<file path="config.mk">
export PLATFORM = sky130hd
export DESIGN_NAME = adder11_rr_scheduler
export DESIGN_NICKNAME = d
export VERILOG_FILES = /design/src/rtl/adder11_rr_scheduler.sv
export SDC_FILE = /design/constraint.sdc
export NUM_CORES = 1
export LEC_CHECK = 0
export ABC_AREA = 0
export BUFFER_PORTS_ARGS = -buffer_cell sky130_fd_sc_hd__buf_2
export CAP_MARGIN = 20
export CORE_ASPECT_RATIO = 0.75
export CORE_MARGIN = 2
export CORE_UTILIZATION = 47
export DETAILED_ROUTE_END_ITERATION = 16
export HOLD_SLACK_MARGIN = 0.15
export PLACE_DENSITY = 0.9
export SLEW_MARGIN = 10
export SYNTH_ARGS = -nofsm -noshare
export SYNTH_HDL_FRONTEND = slang
export SYNTH_SLANG_ARGS = --single-unit
</file>
<file path="constraint.sdc">
create_clock -name wb_clk_i -period 7.8 [get_ports wb_clk_i]
set_clock_uncertainty 0.1 [all_clocks]
set_input_delay 0.78 -clock wb_clk_i [delete_from_list [all_inputs] [get_ports wb_clk_i]]
set_output_delay 0.78 -clock wb_clk_i [all_outputs]
set_load 0.03 [all_outputs]
</file>
<file path="src/rtl/adder11_rr_scheduler.sv">
// Round-robin shared 8-bit adder with a single-entry tagged result register.
// Define ADDER11_RR_STATS_EN to add saturating accept/stall counters.
module adder11_rr_scheduler #(
    parameter int N_REQ = 4,
    parameter int ID_W  = 2
) (
    input  logic               wb_clk_i,
    input  logic               wb_rst_i,
    input  logic [N_REQ-1:0]   req_valid,
    input  logic [8*N_REQ-1:0] req_a,
    input  logic [8*N_REQ-1:0] req_b,
    output logic [N_REQ-1:0]   req_ready,
    output logic               rsp_valid,
    input  logic               rsp_ready,
    output logic [7:0]         rsp_sum,
`ifdef ADDER11_RR_STATS_EN
    output logic [15:0]        stat_accepts,
    output logic [15:0]        stat_stalls,
`endif
    output logic [ID_W-1:0]    rsp_id
);

    if (N_REQ < 2 || N_REQ > 8) begin : g_bad_n
        $error("adder11_rr_scheduler: N_REQ out of range 2..8");
    end
    if (ID_W != $clog2(N_REQ)) begin : g_bad_w
        $error("adder11_rr_scheduler: ID_W must equal clog2(N_REQ)");
    end

    typedef enum logic {EMPTY, FULL} state_t;

    state_t          state;
    logic [ID_W-1:0] ptr;
    logic [ID_W-1:0] win_id;
    logic [ID_W-1:0] next_ptr;
    logic            found;
    logic            can_accept;
    logic [7:0]      sum;

    function automatic logic [7:0] adder11(input logic [7:0] a,
                                           input logic [7:0] b);
        return a + b;
    endfunction

    assign rsp_valid  = (state == FULL);
    assign can_accept = (state == EMPTY) | (rsp_ready & rsp_valid);

    // Scan from ptr with wrap; first valid requester wins.
    always_comb begin
        int idx;
        idx    = 0;
        found  = 1'b0;
        win_id = '0;
        if (can_accept && !wb_rst_i) begin
            for (int k = 0; k < N_REQ; k++) begin
                idx = (int'(ptr) + k) % N_REQ;
                if (!found && req_valid[idx]) begin
                    found  = 1'b1;
                    win_id = ID_W'(idx);
                end
            end
        end
    end

    always_comb begin
        req_ready = '0;
        if (found) begin
            req_ready[win_id] = 1'b1;
        end
    end

    assign sum      = adder11(req_a[int'(win_id)*8 +: 8],
                              req_b[int'(win_id)*8 +: 8]);
    assign next_ptr = ID_W'((int'(win_id) + 1) % N_REQ);

    always_ff @(posedge wb_clk_i) begin
        if (wb_rst_i) begin
            state   <= EMPTY;
            rsp_sum <= '0;
            rsp_id  <= '0;
            ptr     <= '0;
        end else begin
            if (found) begin
                state   <= FULL;
                rsp_sum <= sum;
                rsp_id  <= win_id;
                ptr     <= next_ptr;
            end else if (rsp_valid && rsp_ready) begin
                state <= EMPTY;
            end
        end
    end

`ifdef ADDER11_RR_STATS_EN
    always_ff @(posedge wb_clk_i) begin
        if (wb_rst_i) begin
            stat_accepts <= '0;
            stat_stalls  <= '0;
        end else begin
            if (found && stat_accepts != 16'hFFFF) begin
                stat_accepts <= stat_accepts + 16'd1;
            end
            if (rsp_valid && !rsp_ready && stat_stalls != 16'hFFFF) begin
                stat_stalls <= stat_stalls + 16'd1;
            end
        end
    end
`endif

endmodule
</file>
==> key figures <==
STA
  – Crit path setup slack, layout: 3.721 ns
  – Worst rel slew slack: 40.27%
  – RSZ-0062 raised after global routing: false
  – Final min period: 4.079 ns
  – Fin crit share: 52.30%
  – Final Max Slew Viols: 0
  – Final Hold Fails: 0
  – Setup Total Neg Slack: 0 ns
  – Final hold slack: 0.3524 ns
  – Finish-stage setup viols: 0
  – Peak Freq: 245.1 MHz
  – Slew @ Worst Pin: 0.8959 ns

Synth
  – Share of the synthesized area in the top cell type: 18.02%
  – Cells after Synth: 182
  – Register area share after synthesis: 18.02%
  – Top post-synthesis cells by area: dfxtp_1 (18%), mux2i_1 (12%), ha_1 (9.5%)
  – Most common cell in the netlist: a21oi_1
  – Syn_area_per_cell: 7.933 um^2
  – Post-synth cell types: 42
  – Mapped Nets: 265
  – Mapped Area: 1444 um^2
  – Synth top cells by count: a21oi_1 (21), mux2i_1 (18), nor2b_1 (16), a211oi_1 (13), dfxtp_1 (13)
  – Synth area leader: dfxtp_1
  – Count of flip-flops with a built-in enable after synthesis: 0
  – Yosys reg bits: 13
  – YS warnings: 0
  – Ys flop type: dfxtp_1
  – Ys async rst share: 0%

Routing
  – Via density: 5.194
  – Total Routed Length: 3742 um
  – Routed vias: 1553
  – 1st-iter DRT viols: 72
  – Drt wl/cell: 12.52 um
  – DRC Markers: 0
  – DR pass1 iterations: 4
  – Antenna viol nets, final: 0

Placed design
  – Placed cell count: 295
  – Post-DP HPWL: 2955 um
  – # port buffers: 85
  – Placer congestion estimate: 0.7746
  – Post-DP Area: 1854 um^2
  – Place WS: 3.458 ns

Finish
  – Fin nets: 345
  – Area delta synth->final: 31.54%
  – Diode count: 0
  – Share of layout cells above drive strength 1: 34.87%
  – Finished Core Util: 64.71%
  – Finished Layout Cells: 299
  – Final Instance Area: 1899 um^2

Clock network
  – Clk sink count: 13
  – Post-CTS sizing: 0
  – Cts hold-fix bufs: 0
  – Worst-Skew Late Latency: 0.24 ns
  – Root buf cell: clkbuf_8
  – H-tree Lvls: 1
  – CTS clk-pin slew, worst paths: 0.05 ns
  – Clock buffer depth: 2
  – Postcts setup bufs: 0
  – CTS tree: yes
  – Num CTS Buffers: 3

Hold path
  – Worst hold path class: register to register

Power and ir drop
  – Power Total: 0.3226 mW
  – Power per Cell Area: 169.8 nW/um^2
  – Lkg Pwr: 0.9185 nW
  – Peak VDD IR: 0.1227 mV

Global route
  – Tot GR Track Use: 20.77%
  – Initial antenna violation count: 0
  – First-pass GRT wire length: 5575 um
  – Vias in the first global route: 1310
  – Largest net degree at the start of global routing: 46
  – Total grt overflow: 0

Critical path
  – CP startpoint kind: input pin
  – Req. time, crit path: 7.83 ns
  – Crit Path Max Fanout: 29
  – WS Path Type: input pin to register
  – Crit end category: register
  – CP arrival: 4.11 ns

Floorplanning
  – Num ports: 86
  – Die height: 52 um
  – Core ar.: 2935 um^2
  – Die area: 3536 um^2
  – Floorplan row count: 17
  – Die W: 68 um
  – Initial Utilization: 49.19%

Status
  – Status: finished clean

Run
  – Max Cap Viol: 0
## worst max-delay path, cell delays in order
cell	delay, ns
buf_2	0.13
nand2b_1	0.15
a21oi_1	0.14
a2111o_1	0.72
clkinv_1	0.47
mux2i_1	0.30
inv_1	0.10
fa_1	0.46
nor2b_1	0.14
o21ai_1	0.09
a21boi_1	0.20
o21a_1	0.14
o21ai_0	0.08
a31o_1	0.21
## cell usage in the layout, fill, tap and decap left out, types with 6 or more instances in the layout
master and instances:
mux2i_1 18, nor2_1 8, dfxtp_1 13, buf_2 85, a21oi_1 21, ha_1 11
a211oi_1 13, inv_1 6, nor2b_1 16, nand2_1 12
## where the power goes
| part | leakage [nW] | switching, mW | internal [mW] |
|---|---|---|---|
| logic | 0.788 | 0.102 | 0.0741 |
| registers | 0.108 | 0.00829 | 0.0802 |
| clock network | 0.0228 | 0.0223 | 0.0360 |
## path summary, 6_finish.rpt
| kind | start | to | slack [ns] | depth (start not counted) |
|---|---|---|---|---|
| max | req_valid[1] | rsp_sum[6] | 3.72 | 14 |
| min | rsp_id[0] | rsp_id[0] | 0.35 | 2 |
| max reg2reg | ptr[0] | rsp_sum[6] | 4.06 | 13 |
| min reg2reg | rsp_id[0] | rsp_id[0] | 0.35 | 2 |
## cell families (layout without fill, tap and decap cells)
family | after synthesis | in the layout | synth area share [%]
AO/OA/AOI/OAI | 56 | 56 | 25.48
XOR/XNOR | 7 | 7 | 4.246
buffers and inverters | 19 | 98 | 7.019
AND/OR/NAND/NOR | 57 | 57 | 21.84
multiplexers | 18 | 18 | 12.48
adder cells (fa/ha/maj) | 12 | 12 | 10.92
flip-flops | 13 | 13 | 18.02
## registers in the layout, indices dropped and copies added, names as in the netlist
signal and flops:
rsp_valid 1, ptr 2, rsp_sum 8, rsp_id 2
## final cells by class
cell class	instances	area, um^2
Fill cell	277	1036
Timing Repair Buffer	85	425.4
Clock buffer	4	45.04
Sequential cell	13	260.3
Inverter	9	38.79
Multi-Input combinational cell	150	1082
Tap cell	38	47.55
## layer usage
layer | share of wire (%) | global-route usage [%] | routed length [um] | vias to the layer above
met4 | 0 | 2.000 | 0 | 0
met3 | 8.9 | 4.978 | 333 | 0
met2 | 45 | 33.50 | 1697 | 65
li1 | - | - | - | 812
met1 | 46 | 28.99 | 1711 | 676
met5 | 0 | 0 | 0 | -
(Power assumes the default switching activity.)
